`src/rtl/wb_spi_flash.sv`:
```
// Read-only Wishbone B4 classic slave that fetches 32-bit words from an SPI NOR flash (mode 0).
// Optional macro WB_SPI_FLASH_FAST_READ_EN selects FAST READ (0x0B) with 8 dummy clocks.
module wb_spi_flash #(
  parameter logic [31:0] BASE_ADDRESS = 32'h1000_0000,
  parameter logic [31:0] SIZE         = 32'h0100_0000,
  parameter int unsigned CLK_DIV      = 1
) (
  input  logic        clk_i,
  input  logic        rst_i,
  input  logic        stb_i,
  input  logic        cyc_i,
  input  logic [31:0] adr_i,
  input  logic [3:0]  sel_i,
  input  logic        we_i,
  input  logic [31:0] dat_i,
  output logic [31:0] dat_o,
  output logic        ack_o,
  output logic        err_o,
  output logic        rty_o,
  output logic        spi_sck_o,
  output logic        spi_cs_n_o,
  output logic        spi_mosi_o,
  input  logic        spi_miso_i
);

  localparam int DIV_W = (CLK_DIV > 1) ? $clog2(CLK_DIV) : 1;
  localparam logic [DIV_W-1:0] DIV_LAST = DIV_W'(CLK_DIV - 1);

  typedef enum logic [2:0] {S_IDLE, S_CMD, S_DUMMY, S_DATA, S_ACK, S_ERR} state_t;

`ifdef WB_SPI_FLASH_FAST_READ_EN
  localparam logic [7:0] CMD_READ  = 8'h0B;
  localparam state_t     AFTER_CMD = S_DUMMY;
`else
  localparam logic [7:0] CMD_READ  = 8'h03;
  localparam state_t     AFTER_CMD = S_DATA;
`endif

  state_t           state, state_nxt;
  logic [DIV_W-1:0] div_cnt;
  logic [4:0]       bit_cnt;
  logic             sck_q, cs_n_q, mosi_q;
  logic [31:0]      tx_sh, rx_sh;
  logic [31:0]      off;
  logic             hit, start, shifting, abort, tick, rise, fall, phase_last;
  logic             unused_ok;

  // Flash bytes arrive in address order; byte 0 lands in the least significant lane.
  function automatic logic [31:0] le_word(input logic [31:0] s);
    return {s[7:0], s[15:8], s[23:16], s[31:24]};
  endfunction

  assign off        = adr_i - BASE_ADDRESS;
  assign hit        = cyc_i & stb_i & (adr_i >= BASE_ADDRESS) & (off < SIZE);
  assign start      = (state == S_IDLE) & hit & ~we_i;
  assign shifting   = (state == S_CMD) | (state == S_DUMMY) | (state == S_DATA);
  assign abort      = shifting & ~cyc_i;
  assign tick       = shifting & (div_cnt == DIV_LAST);
  assign rise       = tick & ~sck_q;
  assign fall       = tick & sck_q;
  assign phase_last = (state == S_DUMMY) ? (bit_cnt == 5'd7) : (bit_cnt == 5'd31);
  assign unused_ok  = ^{sel_i, dat_i, off[31:24], off[1:0]};

  always_comb begin
    state_nxt = state;
    unique case (state)
      S_IDLE:  if (hit) state_nxt = we_i ? S_ERR : S_CMD;
      S_CMD:   if (abort) state_nxt = S_IDLE;
               else if (fall && phase_last) state_nxt = AFTER_CMD;
      S_DUMMY: if (abort) state_nxt = S_IDLE;
               else if (fall && phase_last) state_nxt = S_DATA;
      S_DATA:  if (abort) state_nxt = S_IDLE;
               else if (fall && phase_last) state_nxt = S_ACK;
      S_ACK:   state_nxt = S_IDLE;
      S_ERR:   state_nxt = S_IDLE;
      default: state_nxt = S_IDLE;
    endcase
  end

  always_ff @(posedge clk_i or negedge rst_i) begin
    if (!rst_i) begin
      state   <= S_IDLE;
      div_cnt <= '0;
      bit_cnt <= '0;
      sck_q   <= 1'b0;
      cs_n_q  <= 1'b1;
      mosi_q  <= 1'b0;
    end else begin
      state <= state_nxt;
      if (start) begin
        cs_n_q  <= 1'b0;
        sck_q   <= 1'b0;
        mosi_q  <= CMD_READ[7];
        div_cnt <= '0;
        bit_cnt <= '0;
      end else if (abort) begin
        cs_n_q <= 1'b1;
        sck_q  <= 1'b0;
        mosi_q <= 1'b0;
      end else if (shifting) begin
        div_cnt <= tick ? '0 : div_cnt + 1'b1;
        if (tick) sck_q <= ~sck_q;
        // Falling SCK closes a bit: MOSI moves on while SCK is low again.
        if (fall) begin
          bit_cnt <= phase_last ? 5'd0 : bit_cnt + 5'd1;
          mosi_q  <= (state_nxt == S_CMD) ? tx_sh[31] : 1'b0;
          if (state_nxt == S_ACK) cs_n_q <= 1'b1;
        end
      end
    end
  end

  // Shift registers carry data only and need no reset.
  always_ff @(posedge clk_i) begin
    if (start) tx_sh <= {CMD_READ[6:0], off[23:2], 2'b00, 1'b0};
    else if (fall) tx_sh <= {tx_sh[30:0], 1'b0};
    if (rise && state == S_DATA) rx_sh <= {rx_sh[30:0], spi_miso_i};
  end

  assign ack_o      = (state == S_ACK);
  assign err_o      = (state == S_ERR);
  assign dat_o      = ack_o ? le_word(rx_sh) : 32'h0;
  assign rty_o      = 1'b0;
  assign spi_sck_o  = sck_q;
  assign spi_cs_n_o = cs_n_q;
  assign spi_mosi_o = mosi_q;

endmodule

```
`config.mk`:
```
export PLATFORM = sky130hd
export DESIGN_NAME = wb_spi_flash
export DESIGN_NICKNAME = d
export VERILOG_FILES = /design/src/rtl/wb_spi_flash.sv
export SDC_FILE = /design/constraint.sdc
export NUM_CORES = 1
export LEC_CHECK = 0
export ABC_AREA = 1
export ABC_CLOCK_PERIOD_IN_PS = 3200
export BUFFER_PORTS_ARGS = -buffer_cell sky130_fd_sc_hd__buf_4
export CELL_PAD_IN_SITES_DETAIL_PLACEMENT = 1
export CELL_PAD_IN_SITES_GLOBAL_PLACEMENT = 1
export CORE_MARGIN = 8
export CORE_UTILIZATION = 34
export CTS_CLUSTER_DIAMETER = 30
export DETAILED_ROUTE_END_ITERATION = 8
export PLACE_DENSITY = 0.83
export SYNTH_ARGS = -nofsm -noshare
export SYNTH_HDL_FRONTEND = slang
export SYNTH_SLANG_ARGS = --single-unit
```
`constraint.sdc`:
```
create_clock -name clk_i -period 3.2 [get_ports clk_i]
set_input_delay 0.48 -clock clk_i [delete_from_list [all_inputs] [get_ports clk_i]]
set_output_delay 0.48 -clock clk_i [all_outputs]
set_load 0.01 [all_outputs]
```
==> results list, run 1 <==
* Outcome: finished clean
- The detail route stage leaves a number of antenna-violating nets equal to 0.
- Global-route wire length before repair: 12900 um
- Summed over all layers, the global routing overflow is 0.
- Overall via count from detail_route: 2397
- N_diodes: 0
- Sequential share of power: 53.0%
- Maximum number of pins on one net before global-route repair: 33
* Die outline area: 13300 um2
- Nets@finish: 468
- Maximum VDD drop: 0.210 mV
- The number of buffers and inverters on the critical path is 3.
- Fraction of the cycle the final worst path needs: 77.4%
- The finished layout holds 531 standard cells, fillers aside.
* Highest net fanout along the worst path: 32
- After clock tree synthesis, the clock-pin slew on the worst setup and hold paths is 0.08 ns.
* Number of instances in the synthesized netlist: 313
- In this run the power density over the cells is 447 nW/um2.
* Worst Tran Pin Value: 0.902 ns
- The commonest cells after synthesis are sky130_fd_sc_hd__nor2_1, sky130_fd_sc_hd__edfxtp_1, sky130_fd_sc_hd__inv_1.
* Final weighted congestion in routability-driven placement: 0.779
- Detailed-route vias per instance: 4.51
- The tightest min-delay check is of the in2reg type.
- Leakage power: 0.00199 uW
- Measured against its own limit, the worst slew margin works out to 39.8%.
- Critical Path Source Type: flop
* Root buffer selected by CTS: sky130_fd_sc_hd__clkbuf_8
- Time the final worst path needs with I/O delays and setup: 2.48 ns
* Count of warnings emitted by yosys: 0
- In this run the critical register-to-register path is launched from state[2].
* Endpoint of the worst hold-timing path: rx_sh[0]
* Smallest hold slack: 0.305 ns
- The final layout contains routed wiring with a total length of 8030 um.
- The filler cells instantiated in the layout total 1135.
- Most repeated cell in the gate-level netlist after synthesis: sky130_fd_sc_hd__nor2_1
* Required time of the critical path: 2.72 ns
- Unique cell type count in the Yosys netlist: 36
- The largest single stage delay on the critical path is 0.66 ns.
- TritonCTS built the clock tree.
* Power spent charging and discharging nets: 401 uW
- After the first detailed-routing iteration, the DRC count stood at 97.
- During I/O placement, the number of pins put on the boundary was 112.
- Combinational Power Share: 3.5%
- Counting every net in the synthesized netlist gives 388.
- The final-report max-slew violation count came to 0.
- Type of destination of the critical path: output pin
- Fraction of layout instances using a drive strength above 1: 32.2%
- Path depth of the worst reg2reg path: 6
* Placed cells: 514
- Cells along the critical path: clkinv_2 > nor2_1 > inv_1 > nor2_1 > buf_4
- Area added between synthesis and finish: 27.9%
- Synth Cell Area: 3340 um2
- The most numerous cell type found on the critical path is sky130_fd_sc_hd__nor2_1.
- The clock network is responsible for 43.5% of the overall power.
- Pre-CTS setup slack: 0.831 ns
- Maximum frequency from static timing analysis: 404 MHz
- The internal portion of the total power is 1510 uW.
- Measured on the finished design, the core utilization comes to 44.4%.
- Number of buffers inserted by port buffering: 72
* Die outline height: 115 um
- Initial Utilization: 34.7%
- Number of buffers created by CTS: 9
- Summed over its instances, the top area cell type makes up 48.5% of the synthesized netlist area.
- In the synthesized netlist the async set-or-reset flop fraction comes to 16.4%.
* Final WS setup: 0.722 ns
- Number of flops mapped to enable cells by yosys: 54
* Pre-antenna DRT Iters: 5
- Num rows: 36
- Proportion of synthesized chip area in sequential cells: 61.7%
- Broken down by cell family, the worst path's largest delay share belongs to buffers and inverters.
- Buffers from clock root to sink, at most: 2
- Average cell area after synthesis: 10.7 um2
- Across all register-to-register paths, the minimum setup slack is 1.07 ns.
* Fraction of power spent switching nets: 21.0%
- The final hold violation count came to 0.
* Worst Path Arrival: 2.00 ns
- Remaining routing DRC violations: 0
- # Max-Cap Violations: 0
- Final routed wire length divided by cell count: 15.1 um
* Synth Flop Type: sky130_fd_sc_hd__edfxtp_1
* Die span in x: 115 um
- Area contributors post-synth: sky130_fd_sc_hd__edfxtp_1, sky130_fd_sc_hd__dfrtp_1, sky130_fd_sc_hd__mux2_4, sky130_fd_sc_hd__nor2_1, sky130_fd_sc_hd__inv_1
- In this run the post-CTS setup repair buffer count came out at 0.
- HPWL reported at the end of detailed placement: 5750 um
- The H-tree was split into 3 levels.
* Count of final setup violators: 0
- The biggest area contributor in the post-synthesis netlist is sky130_fd_sc_hd__edfxtp_1.
- Number of global-route vias before repair: 2556
- Total global-route track usage: 12.6%
- Setup repair after global routing left no endpoint under its margin.
- Counting instances, the worst hold path has a depth of 1.
* Worst path slowest cell: sky130_fd_sc_hd__inv_1
* Initial antenna violation count: 0
- The worst setup path is of the reg2out kind.
- Area of the core region: 9640 um2
- Synthesis-stage register bit count: 73
* Clock insertion delay at the later pin of the skew report: 0.35 ns
* Worst-case clock skew: 0.00745 ns
- Number of clock sinks: 73
* Worst reg2reg endpoint: tx_sh[24]
* Setup Total Neg Slack: 0 ns
- Min-delay src: spi_miso_i
==> how the worst max path moves through the flow <==
stage | from | endpoint | slack (ns) | depth (start not counted)
2_1_floorplan | state[2] | rx_sh[0] | 0.87 | 3
3_3_place_gp | adr_i[30] | tx_sh[3] | 0.88 | 7
5_1_grt | state[2] | dat_o[15] | 0.55 | 5
6_report | state[2] | dat_o[15] | 0.72 | 5
4_1_cts | state[2] | dat_o[15] | 0.68 | 5
3_5_place_dp | adr_i[30] | tx_sh[12] | 0.83 | 7
==> registers in the layout, indices dropped and copies added (netlist names) <==
signal,cells
state,3
spi_cs_n_o,1
tx_sh,29
spi_sck_o,1
rx_sh,32
spi_mosi_o,1
div_cnt,1
bit_cnt,5
==> per-layer routing <==
| metal | share of wire (%) | GRT usage [%] |
|---|---|---|
| met4 | 1.3 | 3.59 |
| met5 | 0 | 0 |
| met2 | 47 | 20.2 |
| met1 | 41 | 14.1 |
| met3 | 11 | 6.88 |
==> power groups by stage <==
| stage | combinational, uW | sequential (uW) | clock, uW |
|---|---|---|---|
| after floorplan | 19.9 | 1030 | 0 |
| after global placement | 63.3 | 1030 | 0 |
| after detailed placement | 66.3 | 1030 | 0 |
| after CTS | 68.1 | 1010 | 859 |
| after global routing | 75.4 | 1010 | 896 |
| final | 66.7 | 1010 | 831 |
==> layout make-up <==
| cell class | count | area, um2 | area share, % |
|---|---|---|---|
| multi-input combinational | 174 | 1020 | 23.9 |
| inverter | 59 | 223 | 5.21 |
| sequential | 73 | 2060 | 48.3 |
| timing repair buffer | 76 | 573 | 13.4 |
| tap | 133 | 166 | 3.89 |
| clock inverter | 6 | 90.1 | 2.11 |
| clock buffer | 10 | 138 | 3.22 |
==> per-stage QoR <==
step                      power, uW  instance area [um2]
final                          1910                 4280
after global placement         1100                 4040
after CTS                      1940                 4280
after global routing           1990                 4280
after floorplan                1050                 3350
after detailed placement       1100                 4040
==> cell families after synthesis <==
family	after synthesis	synth area share, %
other	1	0.112
adders and majority gates	1	0.374
buffers and inverters	66	8.05
muxes	21	9.09
DFF	73	61.7
AOI/OAI and AO/OA	16	2.69
xor gates and xnor gates	2	0.524
and+or+nand+nor	133	17.4
==> placed cells by master (no fill, tap or decap), types with 2 or more instances in the layout <==
| cell | synthesis | routed |
|---|---|---|
| sky130_fd_sc_hd__a21oi_1 | 6 | 6 |
| sky130_fd_sc_hd__buf_4 | 1 | 75 |
| sky130_fd_sc_hd__bufinv_16 | 0 | 2 |
| sky130_fd_sc_hd__clkbuf_8 | 0 | 10 |
| sky130_fd_sc_hd__clkinv_2 | 1 | 2 |
| sky130_fd_sc_hd__dfrtp_1 | 11 | 11 |
| sky130_fd_sc_hd__dfxtp_1 | 7 | 7 |
| sky130_fd_sc_hd__edfxtp_1 | 54 | 54 |
| sky130_fd_sc_hd__inv_1 | 54 | 54 |
| sky130_fd_sc_hd__inv_2 | 3 | 3 |
| sky130_fd_sc_hd__mux2_2 | 3 | 3 |
| sky130_fd_sc_hd__mux2_4 | 18 | 18 |
| sky130_fd_sc_hd__nand2_1 | 52 | 52 |
| sky130_fd_sc_hd__nand2_2 | 2 | 2 |
| sky130_fd_sc_hd__nand3_1 | 11 | 11 |
| sky130_fd_sc_hd__nand3_2 | 2 | 2 |
| sky130_fd_sc_hd__nor2_1 | 55 | 55 |
| sky130_fd_sc_hd__nor2_2 | 2 | 2 |
| sky130_fd_sc_hd__nor3_1 | 3 | 2 |
| sky130_fd_sc_hd__o211ai_1 | 2 | 2 |
| sky130_fd_sc_hd__o21ai_0 | 5 | 5 |
| sky130_fd_sc_hd__xor2_1 | 2 | 2 |
==> timing repair <==
| item | CTS | global route |
|---|---|---|
| hold endpoints to repair | 11 | 0 |
| resized for setup | 0 | 0 |
| hold buffers | 1 | 0 |
| setup endpoints to repair | 0 | 0 |
No activity file was read; power rests on OpenSTA's default activity.
==> inputs of run 2 (changes only) <==
ABC_CLOCK_PERIOD_IN_PS = 2300   (was 3200)
CORE_UTILIZATION = 38   (was 34)
PLACE_DENSITY = 0.87   (was 0.83)
clock period = 2.3 ns   (was 3.2 ns; I/O delays follow)
==> run 2 against run 1 <==
Against the previous run:
- die area shrank 9.1%
- power grew 43%
- via count grew 0.25%
- highest routed layer unchanged
- worst setup slack worse by 0.51 ns
- clock power grew 48%
- hold slack worse by 0.13 ns
- count of clock-buffer cells in the layout unchanged
==> results list, run 2 (synthesis gave the netlist of run 1 again) <==
* Outcome: finished clean
- Dividing the detail-routed via count by the number of cells gives 4.70.
- Die outline area: 12100 um2
- At the later pin of the worst-skew pair, clock insertion delay measures 0.35 ns.
- The worst path uses 90.8% of the clock period.
* Buffers from clock root to sink, at most: 2
* Area of the core region: 8640 um2
- 112 I/O pins were placed.
- Final count of hold timing violations: 0
- Most used cells in the layout excluding fill and tap cells: sky130_fd_sc_hd__buf_4, sky130_fd_sc_hd__nor2_1, sky130_fd_sc_hd__edfxtp_1
- Setup Total Neg Slack: 0 ns
* Maximum number of pins on one net before global-route repair: 33
* Combinational Power Share: 3.4%
- STA classifies the critical path endpoint as an output pin.
* Commonest non-fill, non-tap cell in the layout: sky130_fd_sc_hd__buf_4
- Die span in x: 110 um
* Area added between synthesis and finish: 29.2%
- Global-route wire length before repair: 12900 um
- Total non-filler cell area in the finished layout: 4320 um2
- Fraction of power spent switching nets: 20.0%
- Max FFs per register: 32
- The tree is rooted in a sky130_fd_sc_hd__clkbuf_8.
- Power spent charging and discharging nets: 546 uW
* Power per cell area: 632 nW/um2
* Number of buffers created by CTS: 9
* Kind of critical path: reg2out
* Top reg by flops: rx_sh
- After the first detailed-routing iteration, the DRC count stood at 89.
- Max-slew violation count: 0
* Nets@finish: 473
- Data on the critical path arrives at its endpoint at 1.74 ns.
- Setup repair after global routing left no endpoint under its margin.
- Clock-pin slew was measured on the worst setup and hold paths at 0.08 ns.
* Fraction of layout instances using a drive strength above 1: 33.3%
- Setup slack on the critical path of the routed design comes to 0.211 ns.
- Along the worst path, the maximum fanout reaches 9.
- The initial utilization of the core area, before any placement, comes to 38.7%.
- After detailed placement, the total cell area comes to 4020 um2.
- Number of clock sinks: 73
* Leakage power: 0.00202 uW
- HPWL reported at the end of detailed placement: 5830 um
- Measured along the y axis, the die boundary spans 110 um.
* Total global-route track usage: 14.0%
- Antenna-violating nets left: 0
* Number of global-route vias before repair: 2615
- Number of buffers inserted by port buffering: 72
- After global routing the overflow that remains totals 0.
* Initial antenna violation count: 0
* Pre-antenna DRT Iters: 5
- Overall via count from detail_route: 2403
* # Max-Cap Violations: 0
- Cell-internal power: 2180 uW
* Biggest regs: rx_sh (32), tx_sh (29), bit_cnt (5)
- VDD sags by at most 0.375 mV.
- After detailed routing, the average wire length per cell comes to 15.8 um.
* Num rows: 34
- Clk network pwr share: 45.0%
- N_diodes: 0
- # H-tree levels: 3
- Maximum frequency from static timing analysis: 479 MHz
- Detailed-route wire length: 8080 um
* Pre-CTS setup slack: 0.301 ns
- Routability-driven placement finished with a final weighted congestion of 0.809.
- The path class of the tightest hold or removal check is in2reg.
- TritonCTS clock tree: built
- Sequential share of power: 51.7%
- Counting I/O delays and the setup requirement, the final critical path takes 2.09 ns.
- Worst-case clock skew: 0.0136 ns
* Required time of the critical path: 1.96 ns
* Critical Path Source Type: flop
- Count of final setup violators: 0
- Remaining routing DRC violations: 0
[run 2: cell count changes in the layout (fill, tap and decap cells not counted)]
cell	before	now
sky130_fd_sc_hd__clkbuf_1	0	1
sky130_fd_sc_hd__clkinvlp_4	1	3
sky130_fd_sc_hd__clkbuf_8	10	9
sky130_fd_sc_hd__clkinv_2	2	1
sky130_fd_sc_hd__bufinv_16	2	3
sky130_fd_sc_hd__nor2_4	1	2
sky130_fd_sc_hd__buf_4	75	78
sky130_fd_sc_hd__buf_12	0	1
sky130_fd_sc_hd__nor2_1	55	54
sky130_fd_sc_hd__inv_1	54	53
[run 2: area by class of cell]
cell class / instances / area [um2]
Timing Repair Buffer: 80 / 616
Multi-Input combinational cell: 174 / 1030
Inverter: 59 / 226
Sequential cell: 73 / 2060
Clock inverter: 6 / 115
Timing Repair inverter: 1 / 7.51
Fill cell: 960 / 4320
Clock buffer: 10 / 128
Tap cell: 108 / 135
[run 2: routing by layer]
metal / track usage [%] / up-vias / part of all wire (%)
met5: 0 / - / 0
met1: 16.3 / 1163 / 43
met2: 23.5 / 61 / 49
met3: 4.04 / 10 / 7.0
met4: 5.79 / 0 / 1.2
li1: - / 1169 / -
[run 2: final timing paths]
| path | start | endpoint | slack (ns) | depth (start not counted) |
|---|---|---|---|---|
| setup / recovery | state[2] | dat_o[31] | 0.21 | 6 |
| hold / removal | spi_miso_i | rx_sh[0] | 0.17 | 1 |
| setup reg to reg | state[2] | tx_sh[17] | 0.51 | 6 |
| hold reg to reg | rx_sh[23] | rx_sh[24] | 0.45 | 0 |
| max in group asynchronous | rst_i | spi_cs_n_o | 1.69 | 2 |
| min in group asynchronous | rst_i | state[0] | 0.38 | 2 |
[run 2: timing repair]
item	4_1_cts	5_1_grt
hold buffers	1	0
cloned	1	0
setup endpoints to repair	14	5
setup buffers	4	0
resized for setup	3	1
hold endpoints to repair	11	0
[run 2: metrics by stage]
stage / std cells / util, % / hold slack [ns] / total power, uW
detailed placement: 489 / 46.5 / 0.199 / 1530
finish: 511 / 50.0 / 0.174 / 2730
global placement: 489 / 46.5 / 0.195 / 1530
CTS: 511 / 50.0 / 0.162 / 2760
global route: 511 / 50.0 / 0.154 / 2830
floorplan: 313 / - / 0.0494 / 1470
[run 2: worst max-delay path, cell delays in order (launching register included)]
cell                         delay, ns
sky130_fd_sc_hd__dfrtp_1          0.39
sky130_fd_sc_hd__clkinv_2         0.19
sky130_fd_sc_hd__nor2_4           0.24
sky130_fd_sc_hd__clkinvlp_4       0.12
sky130_fd_sc_hd__buf_4            0.16
sky130_fd_sc_hd__nor2_1           0.15
sky130_fd_sc_hd__buf_4            0.15
[run 2: power groups by stage]
stage	combinational, uW	clock [uW]	sequential, uW
after floorplan	27.7	0	1440
after global placement	88.1	0	1440
after detailed placement	92.1	0	1440
after CTS	94.0	1260	1410
after global routing	102	1320	1410
final	92.0	1230	1410
